<file path="config.mk">
export PLATFORM = sky130hd
export DESIGN_NAME = csa_sbox_collect
export DESIGN_NICKNAME = d
export VERILOG_FILES = /design/src/rtl/csa_pkg.sv /design/src/rtl/csa_ks_packer.sv /design/src/rtl/csa_sbox_collect.sv
export SDC_FILE = /design/constraint.sdc
export NUM_CORES = 1
export LEC_CHECK = 0
export CORE_ASPECT_RATIO = 1.2
export CORE_MARGIN = 10
export CORE_UTILIZATION = 45
export CTS_BUF_LIST = sky130_fd_sc_hd__clkbuf_4
export DETAILED_ROUTE_END_ITERATION = 8
export PLACE_DENSITY_LB_ADDON = 0.12
export SETUP_SLACK_MARGIN = 0.3
export SYNTH_ARGS = -nofsm -noshare
export SYNTH_HDL_FRONTEND = slang
export SYNTH_SLANG_ARGS = --single-unit
</file>
<file path="constraint.sdc">
create_clock -name clk -period 1.42 [get_ports clk]
set_clock_uncertainty 0.1 [all_clocks]
set_input_delay 0.213 -clock clk [delete_from_list [all_inputs] [get_ports clk]]
set_output_delay 0.213 -clock clk [all_outputs]
set_load 0.01 [all_outputs]
</file>
<file path="src/rtl/csa_pkg.sv">
// Shared definitions for the CSA s-box collector: default init length, FSM states
// and the s-box-bit to X/Y/Z nibble mapping.
package csa_pkg;

  localparam int CSA_INIT_ROUNDS = 32;

  typedef enum logic [1:0] {
    IDLE,
    INIT,
    RUN
  } state_e;

  function automatic logic [3:0] map_x(input logic s4_0, input logic s3_1,
                                       input logic s2_1, input logic s1_0);
    return {s4_0, s3_1, s2_1, s1_0};
  endfunction

  function automatic logic [3:0] map_y(input logic s6_0, input logic s5_0,
                                       input logic s4_1, input logic s3_0);
    return {s6_0, s5_0, s4_1, s3_0};
  endfunction

  function automatic logic [3:0] map_z(input logic s7_1, input logic s6_1,
                                       input logic s2_0, input logic s1_1);
    return {s7_1, s6_1, s2_0, s1_1};
  endfunction

endpackage

</file>
<file path="src/rtl/csa_ks_packer.sv">
// Packs keystream dibits MSB-first into bytes and holds each byte on a
// valid/ready output register until the consumer takes it.
module csa_ks_packer (
  input  logic       clk,
  input  logic       rst_n,
  input  logic       clear,
  input  logic       push,
  input  logic [1:0] ks,
  input  logic       m_ready,
  output logic [7:0] m_data,
  output logic       m_valid,
  output logic       out_stall
);

  logic [5:0] pack_q, pack_d;
  logic [1:0] dibit_cnt_q, dibit_cnt_d;
  logic [7:0] data_q, data_d;
  logic       valid_q, valid_d;

  always_comb begin
    pack_d      = pack_q;
    dibit_cnt_d = dibit_cnt_q;
    data_d      = data_q;
    valid_d     = valid_q;
    if (valid_q && m_ready) valid_d = 1'b0;
    if (push) begin
      pack_d      = {pack_q[3:0], ks};
      dibit_cnt_d = dibit_cnt_q + 2'd1;
      // A load on the drain edge overrides the clear above, so no byte is lost.
      if (dibit_cnt_q == 2'd3) begin
        data_d  = {pack_q, ks};
        valid_d = 1'b1;
      end
    end
    if (clear) begin
      pack_d      = '0;
      dibit_cnt_d = '0;
      data_d      = '0;
      valid_d     = 1'b0;
    end
  end

  always_ff @(posedge clk) begin
    if (!rst_n) begin
      pack_q      <= '0;
      dibit_cnt_q <= '0;
      data_q      <= '0;
      valid_q     <= 1'b0;
    end else begin
      pack_q      <= pack_d;
      dibit_cnt_q <= dibit_cnt_d;
      data_q      <= data_d;
      valid_q     <= valid_d;
    end
  end

  assign m_data    = data_q;
  assign m_valid   = valid_q;
  assign out_stall = valid_q && !m_ready;

endmodule

</file>
<file path="src/rtl/csa_sbox_collect.sv">
// Collects the seven CSA s-box outputs per round, feeds X/Y/Z back to the core and
// turns the folded X^Y^Z dibits into keystream bytes after an init phase.
module csa_sbox_collect
  import csa_pkg::*;
#(
  parameter int INIT_ROUNDS = CSA_INIT_ROUNDS
) (
  input  logic       clk,
  input  logic       rst_n,
  input  logic       start,
  input  logic [1:0] s1,
  input  logic [1:0] s2,
  input  logic [1:0] s3,
  input  logic [1:0] s4,
  input  logic [1:0] s5,
  input  logic [1:0] s6,
  input  logic [1:0] s7,
  input  logic       s_valid,
  output logic       s_ready,
  output logic [3:0] x_o,
  output logic [3:0] y_o,
  output logic [3:0] z_o,
  output logic [7:0] m_data,
  output logic       m_valid,
  input  logic       m_ready,
  output logic       busy
);

  localparam int RW = $clog2(INIT_ROUNDS + 1);
  localparam logic [RW-1:0] LAST_INIT = RW'(INIT_ROUNDS - 1);

  state_e        state_q, state_d;
  logic [RW-1:0] round_cnt_q, round_cnt_d;
  logic [3:0]    x_q, x_d, y_q, y_d, z_q, z_d;
  logic [3:0]    xn, yn, zn, d;
  logic [1:0]    ks;
  logic          accept, push, out_stall;
  logic          unused_bits;

  assign xn = map_x(s4[0], s3[1], s2[1], s1[0]);
  assign yn = map_y(s6[0], s5[0], s4[1], s3[0]);
  assign zn = map_z(s7[1], s6[1], s2[0], s1[1]);
  assign d  = xn ^ yn ^ zn;
  assign ks = d[3:2] ^ d[1:0];
  assign unused_bits = s5[1] ^ s7[0];

  // start wins over a same-cycle round: the round is neither counted nor latched.
  assign s_ready = (state_q != IDLE) && !out_stall;
  assign accept  = s_valid && s_ready && !start;
  assign push    = accept && (state_q == RUN);
  assign busy    = (state_q != IDLE);

  always_comb begin
    state_d     = state_q;
    round_cnt_d = round_cnt_q;
    x_d         = x_q;
    y_d         = y_q;
    z_d         = z_q;
    if (start) begin
      state_d     = INIT;
      round_cnt_d = '0;
    end else if (accept) begin
      x_d = xn;
      y_d = yn;
      z_d = zn;
      // Counter only advances in INIT, so it parks at INIT_ROUNDS once in RUN.
      if (state_q == INIT) begin
        round_cnt_d = round_cnt_q + 1'b1;
        if (round_cnt_q == LAST_INIT) state_d = RUN;
      end
    end
  end

  always_ff @(posedge clk) begin
    if (!rst_n) begin
      state_q     <= IDLE;
      round_cnt_q <= '0;
      x_q         <= '0;
      y_q         <= '0;
      z_q         <= '0;
    end else begin
      state_q     <= state_d;
      round_cnt_q <= round_cnt_d;
      x_q         <= x_d;
      y_q         <= y_d;
      z_q         <= z_d;
    end
  end

  assign x_o = x_q;
  assign y_o = y_q;
  assign z_o = z_q;

  csa_ks_packer u_packer (
    .clk      (clk),
    .rst_n    (rst_n),
    .clear    (start),
    .push     (push),
    .ks       (ks),
    .m_ready  (m_ready),
    .m_data   (m_data),
    .m_valid  (m_valid),
    .out_stall(out_stall)
  );

endmodule

</file>
=== Yosys cells after proc, flatten, opt, wreduce, memory -nomap -nowiden ===
Cells that the tools add are included.

* Register bits after elaboration: 37
* Logic and storage cells: 47
* Input bits: 19

* Eq/ne operators: 4
* Muxes and demuxes: 7
* Bitwise operators: 5
* Reduce and logical (&&, ||, !) cells: 19
* Add/subtract/negate cells: 2

{| class="wikitable"
|+ Operators with widths
! kind !! count
|-
| $reduce_bool A2 Y1 || 4
|-
| $xor A4 B4 Y4 || 2
|-
| $mux W1 || 7
|-
| $add A6 B1 Y6 const B || 1
|-
| $eq A6 B5 Y1 const B || 1
|-
| $logic_and A1 B1 Y1 || 6
|-
| $reduce_and A2 Y1 || 3
|-
| $reduce_and A3 Y1 || 2
|-
| $eq A2 B2 Y1 const B || 2
|-
| $logic_not A1 Y1 || 3
|-
| $add A2 B1 Y2 const B || 1
|-
| $eq A2 B1 Y1 const B || 1
|-
| $not A1 Y1 || 2
|-
| $reduce_or A2 Y1 || 1
|-
| $xor A2 B2 Y2 || 1
|}

=== Logic depth before layout (Yosys ltp) ===
* Word-level depth: 8
* Mapped depth: 6
* Mapped depth without buffers: 5

=== Hierarchy ===
A second synthesis with hierarchy kept.

* Cell total of the unflattened synthesis: 178
* Area, all modules: 1689.1 sq um

{| class="wikitable"
|+ Modules (own cells, without submodules)
! module !! area an instance (sq um) !! times used !! seq. area each (sq um) !! cells an instance
|-
| csa_sbox_collect || 962.2 || 1 || 400.4 || 108
|-
| csa_ks_packer || 726.9 || 1 || 340.3 || 70
|}

=== Least setup slack after synthesis ===
No wires, ideal clock.

* Kind: register to register
* From: reg u_packer.valid_q (netlist: u_packer.m_valid)
* To: reg u_packer.data_q[2] (netlist: u_packer.m_data[2])
* Path slack: -0.137 ns
* Required time: 1.192 ns
* Arrival time: 1.330 ns
* Setup time: 0.128 ns
* Path buffers: 2
* Cell stages (with the launch flop): 7
* Path through: dfxtp_1 > nor2b_1 > buf_4 > nor4_4 > buf_4 > mux2i_1 > nor2_1

* Word-level cells in the longest chain between the ends: 7

{| class="wikitable"
|+ Ends and longest elaborated chain
! item !! RTL line !! text
|-
| start, declared || csa_ks_packer.sv:18 || <nowiki>logic valid_q, valid_d;</nowiki>
|-
| start signal, assigned || csa_ks_packer.sv:53 || <nowiki>valid_q <= valid_d;</nowiki>
|-
| $logic_and A1 B1 Y1 || csa_ks_packer.sv:59 || <nowiki>assign out_stall = valid_q && !m_ready;</nowiki>
|-
| $logic_not A1 Y1 || csa_sbox_collect.sv:48 || <nowiki>assign s_ready = (state_q != IDLE) && !out_stall;</nowiki>
|-
| $logic_and A1 B1 Y1 || csa_sbox_collect.sv:48 ||
|-
| $logic_and A1 B1 Y1 (2 in series) || csa_sbox_collect.sv:49 || <nowiki>assign accept = s_valid && s_ready && !start;</nowiki>
|-
| $logic_and A1 B1 Y1 || csa_sbox_collect.sv:50 || <nowiki>assign push = accept && (state_q == RUN);</nowiki>
|-
| $reduce_and A2 Y1 (no source line) || n/a ||
|-
| end signal, assigned || csa_ks_packer.sv:52 || <nowiki>data_q <= data_d;</nowiki>
|-
| end, declared || csa_ks_packer.sv:17 || <nowiki>logic [7:0] data_q, data_d;</nowiki>
|}

No other way between the ends.
A chain may end at the register's enable or synchronous reset.

=== Worst setup path after layout ===
* From: reg u_packer.dibit_cnt_q[1]
* To: reg u_packer.data_q[6] (netlist: u_packer.m_data[6])

* Word-level cells in the longest chain between the ends: 2

{| class="wikitable"
|+ Ends and longest elaborated chain
! item !! RTL line !! text
|-
| start, declared || csa_ks_packer.sv:16 || <nowiki>logic [1:0] dibit_cnt_q, dibit_cnt_d;</nowiki>
|-
| start signal, assigned || csa_ks_packer.sv:51 || <nowiki>dibit_cnt_q <= dibit_cnt_d;</nowiki>
|-
| $eq A2 B2 Y1 || csa_ks_packer.sv:30 || <nowiki>if (dibit_cnt_q == 2'd3) begin</nowiki>
|-
| $reduce_and A2 Y1 (no source line) || n/a ||
|}

No other way between the ends.

==> results_dict.tcl <==
set metrics [dict create \
    cts_tree "built" \
    instances_no_fill 270 \
    postSynth.asyncResetShare_pct 0 \
    use_met2_pct 24.5 \
    antenna_found_initial 0 \
    setup_viol 32 \
    critPathKind "reg -> reg" \
    dp_cells 243 \
    synth-main-ff-cell "dfxtp_1" \
    min_path_type "in -> reg" \
    grt_pass1_wl_um 6800 \
    start_kind "register" \
    dpl_cell_area_um2 2230 \
    timing.final.ws_setup_ns -0.161 \
    vias 1395 \
    dp_hpwl_um 2870 \
    status "complete, but fails checks" \
    track_usage_pct 13.5 \
    fin_crit_ns 1.58 \
    start_util_pct 47.0 \
    drt-initial-drc-count 54 \
    die_w_um 74.1 \
    grt_pass1_vias 1487 \
    period_share_pct 111 \
    fillers 204 \
    cap_violations 0 \
    cts_root_buf "clkbuf_4" \
    required_ns 1.54 \
    rrSetupSlack_ns -0.16 \
    nNetsFinal 253 \
    use_met3_pct 3.85 \
    synth-edff-count 0 \
    port_buffers 39 \
    hold_end "state_q[0]$_SDFFE_PN0P_" \
    wire_per_inst_um 16.8 \
    core_um2 3370 \
    use_met1_pct 14.3 \
    grt_start_max_net_pins 20 \
    ys_ff_latch 37 \
    min_from "start" \
    diodes 0 \
    max_freq_mhz 632 \
    finish.utilization_pct 80.0 \
    routabilityCongestion 0.813 \
    cts.sinks 37 \
    syn_area_um2 1580 \
    finalInstanceArea_um2 2690 \
    synthCells 155 \
    worst_setup_path_end_kind "register" \
    fp-row-count 23 \
    die_h_um 84.9 \
    seq_area_frac_synth_pct 46.8 \
    syn_nets 176 \
    postCtsHoldBufs 0 \
    overflow 0 \
    routed_wirelength_um 4540 \
    hold_path_depth 3 \
    worstReg2RegStart "u_packer.dibit_cnt_q[1]$_SDFFE_PP0P_" \
    busiest_layer "met2" \
    power_mw 1.86 \
    detail-route-antenna-nets 0 \
    powerDensity_nw_per_um2 690 \
    via_per_inst 5.17 \
    io_pins 42 \
    failed_checks "setup timing" \
    cp_max_fo 5 \
    rsz0062_at_grt "yes" \
    worstMarginPinSlew_ns 0.336 \
    slew_headroom_pct 77.5 \
    die_area_um2 6300 \
    syn_avg_cell_area_um2 10.2 \
    peakVddDrop_v 0.000782 \
    clkTransAtPathRegs_ns 0.10 \
    leakage_nw 1.00 \
    maxSlewViolCount 0 \
    drcViolationCount 0 \
    synth_warnings 0 \
    h-tree-depth 2 \
    numCtsBuffers 5 \
    yosys.cell_types.count 30 \
    synthToLayoutAreaGrowth_pct 70.3 \
    arrival_ns 1.70 \
    drive_gt1_share_pct 53.2 \
    clkLatencyLatePin_ns 0.32 \
    hold_violations 0 \
    dr.pass1.iters 4 \
    rr_endpoint "u_packer.m_data[6]$_SDFFE_PP0P_" \
    clockBufferDepth 2 \
    worst_r2r_path_depth 7 \
]
==> report_power, final <==
| part | leakage, nW | internal [mW] | switching, mW |
|---|---|---|---|
| Sequential | 0.314 | 1.05 | 0.0122 |
| Combinational | 0.660 | 0.165 | 0.133 |
| Clock | 0.0300 | 0.179 | 0.323 |
==> logic make-up after synthesis <==
kind of cell | Yosys count | share of synthesized area, %
flops | 37 | 46.8
buf+inv | 9 | 3.32
mux | 24 | 15.2
fa+ha+maj | 2 | 1.58
simple gates | 55 | 19.9
compound gates | 13 | 4.91
xor+xnor | 15 | 8.31
==> cell usage after synthesis, types with 2 or more instances <==
cell / count / share of area, %
o21ai_1: 2 / 0.63
mux2i_1: 24 / 15
nand2_1: 2 / 0.47
a21oi_1: 5 / 1.6
inv_1: 2 / 0.47
nand2b_1: 3 / 1.2
o21ai_0: 2 / 0.63
nor2_1: 23 / 5.5
nand3_1: 3 / 0.95
xnor2_1: 13 / 7.2
buf_4: 3 / 1.4
ha_1: 2 / 1.6
clkbuf_1: 3 / 0.71
dfxtp_1: 37 / 47
xor2_1: 2 / 1.1
nor2b_1: 15 / 5.9
==> what timing repair did <==
item                                    4_1_cts  5_1_grt
gates resized for setup                     158       30
buffers inserted                              7       10
cloned                                        1        1
pin swaps                                     5       10
hold endpoints to repair                      0        0
endpoints found under the setup margin       60       60
==> registers in the layout (all words and copies together), names as in the netlist <==
name and cells:
y_o 4, u_packer.m_valid 1, state_q 2, u_packer.dibit_cnt_q 2
z_o 4, u_packer.pack_q 6, x_o 4, u_packer.m_data 8
round_cnt_q 6
==> critical path, cell delays in order, from the launching register on <==
cell and delay, ns:
dfxtp_2 0.37, ha_4 0.14, nand2_4 0.05, nor4_4 0.23, buf_4 0.18, buf_12 0.12
mux2i_1 0.22, nor2_1 0.07
==> per-stage QoR <==
stage          hold WS [ns]  setup WS, ns  TNS (ns)
6_report              0.290        -0.161     -2.38
5_1_grt               0.269        -0.250     -4.83
4_1_cts               0.267        -0.102     -1.10
3_5_place_dp          0.382        -0.481    -12.05
3_3_place_gp          0.377        -0.388    -10.89
2_1_floorplan         0.237       -0.0383    -0.352
==> layer usage <==
layer  share of wire, %  wire (um)
met1                 38       1740
met2                 57       2590
met3                4.1        187
met4               0.53         24
met5                  0          0
==> layout make-up <==
class	instances	area (um^2)	share of cell area, %
clock buffers	5	37.5	1.39
clock inverters	3	12.5	0.464
inverters	2	7.51	0.279
multi-input cells	109	988	36.7
flip-flops and latches	37	786	29.2
well taps	37	46.3	1.72
repair buffers	77	816	30.3
==> placed cells by master, fill, tap and decap left out, types with 3 or more instances in the layout <==
master and count:
mux2i_1 24, xnor2_1 11, o21ai_2 3, buf_4 19, buf_12 4, nor2b_1 13, clkbuf_4 5, buf_6 36
clkdlybuf4s50_1 14, dfxtp_1 9, nor2_1 20, dfxtp_4 4, nor4_4 3, nand2b_4 3, a21oi_1 3, dfxtp_2 24
==> worst max path at each step <==
| stage | start | end | slack (ns) | cells after the start |
|---|---|---|---|---|
| after global placement | s_valid | u_packer.pack_q[3]$_SDFFE_PP0P_ | -0.39 | 6 |
| after CTS | u_packer.m_valid$_SDFF_PP0_ | u_packer.dibit_cnt_q[1]$_SDFFE_PP0P_ | -0.10 | 6 |
| after detailed placement | m_ready | u_packer.dibit_cnt_q[1]$_SDFFE_PP0P_ | -0.48 | 7 |
| after floorplan | u_packer.dibit_cnt_q[1]$_SDFFE_PP0P_ | u_packer.m_data[4]$_SDFFE_PP0P_ | -0.04 | 6 |
| final | u_packer.dibit_cnt_q[1]$_SDFFE_PP0P_ | u_packer.m_data[6]$_SDFFE_PP0P_ | -0.16 | 7 |
| after global routing | u_packer.dibit_cnt_q[1]$_SDFFE_PP0P_ | u_packer.m_data[6]$_SDFFE_PP0P_ | -0.25 | 7 |
Note: power is estimated with default switching activity, not from simulation.
